`src/rtl/iram_loader_if.sv`:
```
// Host byte link (valid/ready) and instruction-memory write port of the loader.
interface iram_loader_if;
    logic [7:0] rx_data;
    logic       rx_valid;
    logic       rx_ready;
    logic       iram_we;
    logic [6:0] iram_addr;
    logic [6:0] iram_data_in;

    // Host / memory side: drives bytes, observes ready and the write port.
    modport master (
        output rx_data,
        output rx_valid,
        input  rx_ready,
        input  iram_we,
        input  iram_addr,
        input  iram_data_in
    );

    // Loader side: consumes bytes, drives ready and the write port.
    modport slave (
        input  rx_data,
        input  rx_valid,
        output rx_ready,
        output iram_we,
        output iram_addr,
        output iram_data_in
    );
endinterface

```
`src/rtl/iram_loader.sv`:
```
// Framed program loader: HEADER, LEN, LEN data bytes, CSUM (XOR of data).
// Writes each data byte into the instruction memory, holds the CPU until a
// good image is in, then releases it with cpu_run until the CPU finishes.
module iram_loader #(
    parameter logic [7:0]  HEADER  = 8'hA5,
    parameter int unsigned TIMEOUT = 1000
) (
    input  logic         i_clock,
    input  logic         i_reset,
    iram_loader_if.slave io_bus,
    input  logic         i_cpu_finish,
    output logic         o_cpu_run,
    output logic         o_load_done,
    output logic         o_load_error,
    output logic [7:0]   o_word_count
);

    localparam int unsigned IdleW = $clog2(TIMEOUT + 1);

    typedef enum logic [2:0] {
        StIdle,
        StLen,
        StData,
        StCsum,
        StRun,
        StErr
    } state_t;

    state_t           r_state;
    logic [7:0]       r_len;
    logic [7:0]       r_xor;
    logic [7:0]       r_word_count;
    logic [IdleW-1:0] r_idle;
    logic             r_iram_we;
    logic [6:0]       r_iram_addr;
    logic [6:0]       r_iram_data;
    logic             r_cpu_run;
    logic             r_load_done;
    logic             r_load_error;

    logic       w_rx_ready;
    logic       w_xfer;
    logic [7:0] w_byte;
    logic [7:0] w_wc_next;
    logic       w_in_frame;
    logic       w_idle_tick;
    logic       w_timeout;

    // Handshake and idle-timer decode.
    always_comb begin
        w_rx_ready  = !i_reset && (r_state != StRun);
        w_byte      = io_bus.rx_data;
        w_xfer      = io_bus.rx_valid && w_rx_ready;
        w_wc_next   = r_word_count + 8'd1;
        w_in_frame  = (r_state == StLen) || (r_state == StData) || (r_state == StCsum);
        w_idle_tick = w_in_frame && !w_xfer;
        w_timeout   = w_idle_tick && (r_idle == IdleW'(TIMEOUT - 1));
    end

    // Frame FSM with registered outputs and the one-cycle write strobe.
    always_ff @(posedge i_clock) begin
        if (i_reset) begin
            r_state      <= StIdle;
            r_len        <= 8'd0;
            r_xor        <= 8'd0;
            r_word_count <= 8'd0;
            r_idle       <= '0;
            r_iram_we    <= 1'b0;
            r_iram_addr  <= 7'd0;
            r_iram_data  <= 7'd0;
            r_cpu_run    <= 1'b0;
            r_load_done  <= 1'b0;
            r_load_error <= 1'b0;
        end else begin
            r_iram_we <= 1'b0;

            // Counts consecutive cycles without a transfer while inside a frame.
            if (w_idle_tick && !w_timeout) begin
                r_idle <= r_idle + IdleW'(1);
            end else begin
                r_idle <= '0;
            end

            if (w_timeout) begin
                r_state      <= StErr;
                r_load_error <= 1'b1;
            end else begin
                case (r_state)
                    StIdle, StErr: begin
                        if (w_xfer && (w_byte == HEADER)) begin
                            r_state      <= StLen;
                            r_load_done  <= 1'b0;
                            r_load_error <= 1'b0;
                            r_word_count <= 8'd0;
                            r_xor        <= 8'd0;
                        end
                    end
                    StLen: begin
                        if (w_xfer) begin
                            if ((w_byte == 8'd0) || (w_byte > 8'd128)) begin
                                r_state      <= StErr;
                                r_load_error <= 1'b1;
                            end else begin
                                r_len   <= w_byte;
                                r_state <= StData;
                            end
                        end
                    end
                    StData: begin
                        if (w_xfer) begin
                            if (w_byte[7]) begin
                                r_state      <= StErr;
                                r_load_error <= 1'b1;
                            end else begin
                                // Address is the pre-increment count, so it tops out at 127.
                                r_iram_we    <= 1'b1;
                                r_iram_addr  <= r_word_count[6:0];
                                r_iram_data  <= w_byte[6:0];
                                r_xor        <= r_xor ^ w_byte;
                                r_word_count <= w_wc_next;
                                if (w_wc_next == r_len) begin
                                    r_state <= StCsum;
                                end
                            end
                        end
                    end
                    StCsum: begin
                        if (w_xfer) begin
                            if (w_byte == r_xor) begin
                                r_load_done <= 1'b1;
                                r_cpu_run   <= 1'b1;
                                r_state     <= StRun;
                            end else begin
                                r_load_error <= 1'b1;
                                r_state      <= StErr;
                            end
                        end
                    end
                    StRun: begin
                        if (i_cpu_finish) begin
                            r_cpu_run <= 1'b0;
                            r_state   <= StIdle;
                        end
                    end
                    default: begin
                        r_state <= StIdle;
                    end
                endcase
            end
        end
    end

    // Reset gates the strobe so a write already launched this cycle never lands.
    assign io_bus.rx_ready     = w_rx_ready;
    assign io_bus.iram_we      = r_iram_we && !i_reset;
    assign io_bus.iram_addr    = r_iram_addr;
    assign io_bus.iram_data_in = r_iram_data;

    assign o_cpu_run    = r_cpu_run;
    assign o_load_done  = r_load_done;
    assign o_load_error = r_load_error;
    assign o_word_count = r_word_count;

endmodule

```
`src/flat_wrapper.sv`:
```
// flat-port wrapper written by rule: the top's interface ports become plain ports
module iram_loader_flat 
#(
    parameter logic [7:0]  HEADER  = 8'hA5,
    parameter int unsigned TIMEOUT = 1000
)
  (i_clock, i_reset, i_cpu_finish, o_cpu_run, o_load_done, o_load_error, o_word_count, io_bus_rx_data, io_bus_rx_valid, io_bus_rx_ready, io_bus_iram_we, io_bus_iram_addr, io_bus_iram_data_in);
  iram_loader_if io_bus_i ();
  input  logic i_clock;
  input  logic i_reset;
  input  logic i_cpu_finish;
  output logic o_cpu_run;
  output logic o_load_done;
  output logic o_load_error;
  output logic [7:0] o_word_count;
  input wire logic [$bits(io_bus_i.rx_data)-1:0] io_bus_rx_data;
  input wire logic [$bits(io_bus_i.rx_valid)-1:0] io_bus_rx_valid;
  output wire logic [$bits(io_bus_i.rx_ready)-1:0] io_bus_rx_ready;
  output wire logic [$bits(io_bus_i.iram_we)-1:0] io_bus_iram_we;
  output wire logic [$bits(io_bus_i.iram_addr)-1:0] io_bus_iram_addr;
  output wire logic [$bits(io_bus_i.iram_data_in)-1:0] io_bus_iram_data_in;
  assign io_bus_i.rx_data = io_bus_rx_data;
  assign io_bus_i.rx_valid = io_bus_rx_valid;
  assign io_bus_rx_ready = io_bus_i.rx_ready;
  assign io_bus_iram_we = io_bus_i.iram_we;
  assign io_bus_iram_addr = io_bus_i.iram_addr;
  assign io_bus_iram_data_in = io_bus_i.iram_data_in;
  iram_loader #(.HEADER(HEADER), .TIMEOUT(TIMEOUT)) u_core (.i_clock(i_clock), .i_reset(i_reset), .io_bus(io_bus_i), .i_cpu_finish(i_cpu_finish), .o_cpu_run(o_cpu_run), .o_load_done(o_load_done), .o_load_error(o_load_error), .o_word_count(o_word_count));
endmodule
```
`config.mk`:
```
export PLATFORM = sky130hd
export DESIGN_NAME = iram_loader_flat
export DESIGN_NICKNAME = d
export VERILOG_FILES = /design/src/rtl/iram_loader_if.sv /design/src/rtl/iram_loader.sv /design/src/flat_wrapper.sv
export SDC_FILE = /design/constraint.sdc
export NUM_CORES = 1
export LEC_CHECK = 0
export CAP_MARGIN = 30
export CORE_MARGIN = 4
export CORE_UTILIZATION = 40
export CTS_CLUSTER_SIZE = 12
export DETAILED_ROUTE_END_ITERATION = 10
export SETUP_SLACK_MARGIN = 0.3
export SLEW_MARGIN = 20
export SYNTH_ARGS = -nofsm -noshare
export SYNTH_HDL_FRONTEND = slang
export SYNTH_SLANG_ARGS = --single-unit
```
`constraint.sdc`:
```
create_clock -name i_clock -period 2.37 [get_ports i_clock]
set_input_delay 0.5925 -clock i_clock [delete_from_list [all_inputs] [get_ports i_clock]]
set_output_delay 0.5925 -clock i_clock [all_outputs]
set_load 0.01 [all_outputs]
```
==> results of run 1 <==
==> cells in the mapped netlist, types with 2 or more instances <==
master / instances
dfxtp_1: 55
a21oi_1: 38
nand2_1: 37
nor2_1: 37
o21ai_0: 19
xnor2_1: 19
clkbuf_1: 15
nand3_1: 10
nand3b_1: 9
inv_1: 8
mux2i_1: 8
xor2_1: 8
or3_1: 6
nor3_1: 5
and3_1: 4
buf_2: 4
nand4_1: 4
nor2b_1: 4
a31oi_1: 3
nor4_1: 3
a311oi_1: 2
ha_1: 2
nor3b_1: 2
o21a_1: 2
o22ai_1: 2
or4_1: 2
==> how the worst max path moves through the flow <==
stage / start / to / slack [ns] / cells past startpoint
after CTS: io_bus_rx_data[3] / u_core.o_word_count[7] / 0.20 / 6
final: io_bus_rx_data[3] / u_core.o_word_count[7] / 0.25 / 6
after detailed placement: io_bus_rx_data[6] / u_core.o_load_error / -0.46 / 7
after global placement: io_bus_rx_data[6] / u_core.o_load_error / -0.39 / 7
after floorplan: io_bus_rx_data[6] / u_core.o_word_count[7] / 0.09 / 6
after global routing: io_bus_rx_data[3] / u_core.r_xor[2] / 0.16 / 8
==> cells by family (layout without fill, tap and decap cells) <==
logic type,after synthesis,count (layout),share of synthesized area [%]
AND/OR/NAND/NOR,131,131,25.0
adder cells (fa/ha/maj),2,2,0.938
XOR/XNOR,27,27,8.87
buffers and inverters,29,88,4.55
multiplexers,8,8,3.00
AO/OA/AOI/OAI,76,76,16.4
flip-flops,55,55,41.3
==> registers in the layout, indices dropped and copies added, names as in the netlist <==
signal,flops
u_core.io_bus.iram_data_in,7
u_core.o_load_error,1
u_core.o_load_done,1
u_core.r_state,3
u_core.r_idle,10
u_core.r_iram_we,1
u_core.o_cpu_run,1
u_core.o_word_count,8
u_core.io_bus.iram_addr,7
u_core.r_xor,8
u_core.r_len,8
==> area by class of cell <==
type                       count  area, sq um
clock buffer                   6         72.6
tap                           77         96.3
inverter                       8         32.5
clock inverter                 1         30.0
fill                         635         2880
multi-input combinational    244         1510
timing repair buffer          73          692
sequential                    55         1110
==> power by group through the flow <==
stage | clock network (mW) | registers [mW] | logic, mW
2_1_floorplan | 0 | 1.02 | 0.382
6_report | 0.615 | 1.03 | 0.583
4_1_cts | 0.638 | 1.03 | 0.565
5_1_grt | 0.668 | 1.04 | 0.647
3_5_place_dp | 0 | 1.05 | 0.541
3_3_place_gp | 0 | 1.05 | 0.537
==> per-layer routing <==
| layer | track usage [%] | part of all wire [%] | up-vias |
|---|---|---|---|
| met3 | 3.19 | 4.5 | 8 |
| met4 | 5.01 | 1.3 | 0 |
| met5 | 0 | 0 | - |
| met1 | 23.5 | 47 | 1147 |
| met2 | 28.7 | 47 | 48 |
| li1 | - | - | 1257 |
==> what timing repair did <==
| action | 4_1_cts | 5_1_grt |
|---|---|---|
| buffers inserted | 3 | 1 |
| endpoints found under the setup margin | 46 | 44 |
| pin swaps | 19 | 10 |
| gates cloned | 0 | 2 |
| gates resized for setup | 39 | 16 |
==> worst min-delay path, stage by stage, from the launching register on <==
cell and delay (ns):
dfxtp_1 0.32, nand2_1 0.05, a21oi_1 0.05
==> through the flow <==
stage | utilization (%) | hold slack (ns)
floorplan | - | 0.426
CTS | 54.0 | 0.460
global route | 55.2 | 0.483
global placement | 51.5 | 0.444
finish | 55.2 | 0.460
detailed placement | 51.5 | 0.446
==> results, run 1 <==
- The total of buffers placed on input and output ports is 38.
- The leading cell type in the layout, fill and taps excluded is dfxtp_1.
- The first global-routing pass estimated ~11 mm of wire.
- The endpoint of the worst hold-timing path is u_core.io_bus.iram_data_in[5].
- The DRC violations left is 0.
- After layout, the worst setup slack is ~0.25 ns.
- The site row count is 29.
- In this run switching power makes up between 30% and 40% of total power.
- Along the worst hold path, the cell count comes to 2.
- TritonCTS built the clock tree.
- STA classifies the critical path startpoint as a primary input.
- After synthesis, the share of flip-flops with an asynchronous set or reset is 0%.
- The flow ran to the end, and the final reports show no timing, DRC or antenna violations.
- The length in cells of the worst reg-to-reg path is 5.
- Setup repair after global routing could not meet its margin everywhere.
- The routed design could run at a clock period as short as 2.12 ns.
- The worst-case headroom to the max-slew limit is a little over two thirds.
- The number of flip-flops and latches in the synthesized netlist is 55.
- Once placement finished, the instance area stood at approximately 3300 sq um.
- The share of the clock period used by the worst path after layout is 89.3%.
- The capture point of the worst reg-to-reg path is u_core.o_word_count[7].
- For this run, the slowest stage of the critical path takes about 0.57 ns.
- The share of the yosys chip area belonging to registers is slightly above 40%.
- The maximum fanout along the worst path is 7.
- The H-tree generated during clock tree synthesis spans 2 levels.
- Setup violations remaining at the end of the flow were counted as 0.
- For the final routed database, the setup TNS stands at 0 ns.
- The clock tree skew after final layout is roughly 0.0083 ns.
- The number of antenna diodes in the final layout is 0.
- Setup slack on the worst reg-to-reg path comes out at roughly 0.4 ns.
- The startpoint-to-endpoint class of the critical path is primary input to flip-flop.
- The maximum clock frequency is roughly 470 MHz.
- The all-layer global routing usage is between 10% and 20%.
- The tool flagged a number of max-cap violations equal to 0.
- In this run the count of I/O pins placed on the die edge is 39.
- The worst hold path begins at u_core.io_bus.iram_data_in[5].
- Summed over all instances, the cell type with the most area after synthesis is dfxtp_1.
- The critical path goes through buf_6, or4_4, nor4b_4, o211ai_4, or4_1, a21oi_1.
- Compared with the post-synthesis result, the final layout area differs by 32.9%.
- The number of clock buffers inserted by TritonCTS is 5.
- In this run the cell area of the synthesized design comes to 2670 sq um.
- In this run the static leakage power is 1.23 nW.
- The net load switching power is ~690 uW.
- The floorplan step defined a core boundary enclosing 6420 sq um.
- The count of TritonRoute iterations in the first routing pass is 4.
- The average instance in the mapped netlist occupies roughly 8.1 sq um.
- The starting density of the core is about two fifths.
- In this run, post-CTS hold repair placed 0 buffers.
- Of the total power, registers draw 46.2%.
- The number of nets at the end of the flow is 401.
- The type of the most critical hold path is flip-flop to flip-flop.
- The worst-case IR drop observed on VDD is 0.000300 V.
- The x dimension of the die is 89.6 um.
- At the worst endpoint, the required time is around 2.6 ns.
- The transition time of the tightest slew-check pin is between 0.4 and 0.5 ns.
- The power density normalized to cell area is 629 nW/um^2.
- The number of enable flip-flop cells after synthesis is 0.
- The most used flip-flop cell after synthesis is dfxtp_1.
- The number of buffer and inverter stages on the critical path is 1.
- Cell internal power was estimated by the tool at 1.54 mW.
- Timing analysis after detailed placement gives a worst setup slack of -0.463 ns.
- The die outline area is 8040 sq um.
- The number of placed instances, taps included, is 451.
- The library cells used most frequently in the layout, excluding fill and tap cells, are dfxtp_1 (50), nor2_1 (37), a21oi_1 (34), nand2_1 (34), clkdlybuf4s50_1 (27).
- By area the synthesized netlist is led by dfxtp_1 (41%), a21oi_1 (7.1%), xnor2_1 (6.2%).
- STA classifies the critical path endpoint as a flip-flop.
- The maximum number of pins on one net before global-route repair is 29.
- The portion of total power attributed to combinational logic is between 20% and 30%.
- The initial antenna violation count is 0.
- Using the TritonRoute via totals, the vias-per-cell ratio works out to roughly 5.3.
- In this run the remaining antenna-violating nets after routing total 0.
- The sum of internal, switching and leakage power is between 2 and 2.5 mW.
- The clock share of power is about 28%.
- In the final layout, the share of cells above drive strength 1 is between 15 and 20%.
- The clock root buffer is clkbuf_8.
- Leaving out filler cells and counting taps, the final layout contains 464.
- Wires add up to 6.72 mm.
- The clock-pin slew of the registers on the worst-case setup and hold paths is about 0.10 ns.
- At the end of routability-driven placement, the weighted congestion stood at ~0.86.
- On the critical path, the stage with the largest delay is an instance of or4_4.
- The clock latency on the worst-skew pair is 0.31 ns.
- The overall via count from detail_route is 2460.
- The detailed placer's ending HPWL is ~4.7 mm.
- The kind of cell adding the most delay to the critical path is simple AND/OR/NAND/NOR gates.
- The via count of the first global-routing pass is approximately 2300.
- The TritonCTS sink count is 55.
- In this run the biggest area consumer among cell types represents 41.3% of the synthesized area.
- The number of warnings reported in the yosys synthesis log is 0.
- The longest clock path from root to sink contains 2 buffers.
- Dividing the detail-routed wire length by the instance count gives approximately 14 um.
- Summed over all layers, the global routing overflow is 0.
- The die boundary height is approximately 90 um.
- The number of pins exceeding their max-slew limit in the final report is 0.
- The net count after synthesis is 342.
- The netlist uses 46 different library cells.
- The count of endpoints failing hold in the final timing report is 0.
- After routing the design area is 3540 sq um.
- The initial detailed-routing violation count is 170.
- The gate count of the mapped netlist is 328.
- The startpoint of the worst register-to-register path is u_core.r_state[2].
- The worst endpoint data arrival time is around 2.4 ns.
Note: power is estimated with default switching activity, not from simulation.
==> run 2: changes to the inputs <==
--- a/config.mk
+++ b/config.mk
@@ -11,7 +11,7 @@
 export CTS_CLUSTER_SIZE = 12
 export DETAILED_ROUTE_END_ITERATION = 10
 export SETUP_SLACK_MARGIN = 0.3
-export SLEW_MARGIN = 20
+export SLEW_MARGIN = 10
 export SYNTH_ARGS = -nofsm -noshare
 export SYNTH_HDL_FRONTEND = slang
 export SYNTH_SLANG_ARGS = --single-unit
==> results of run 2 <==
Same layout as run 1: the final DEF is identical, and so are final timing and power.
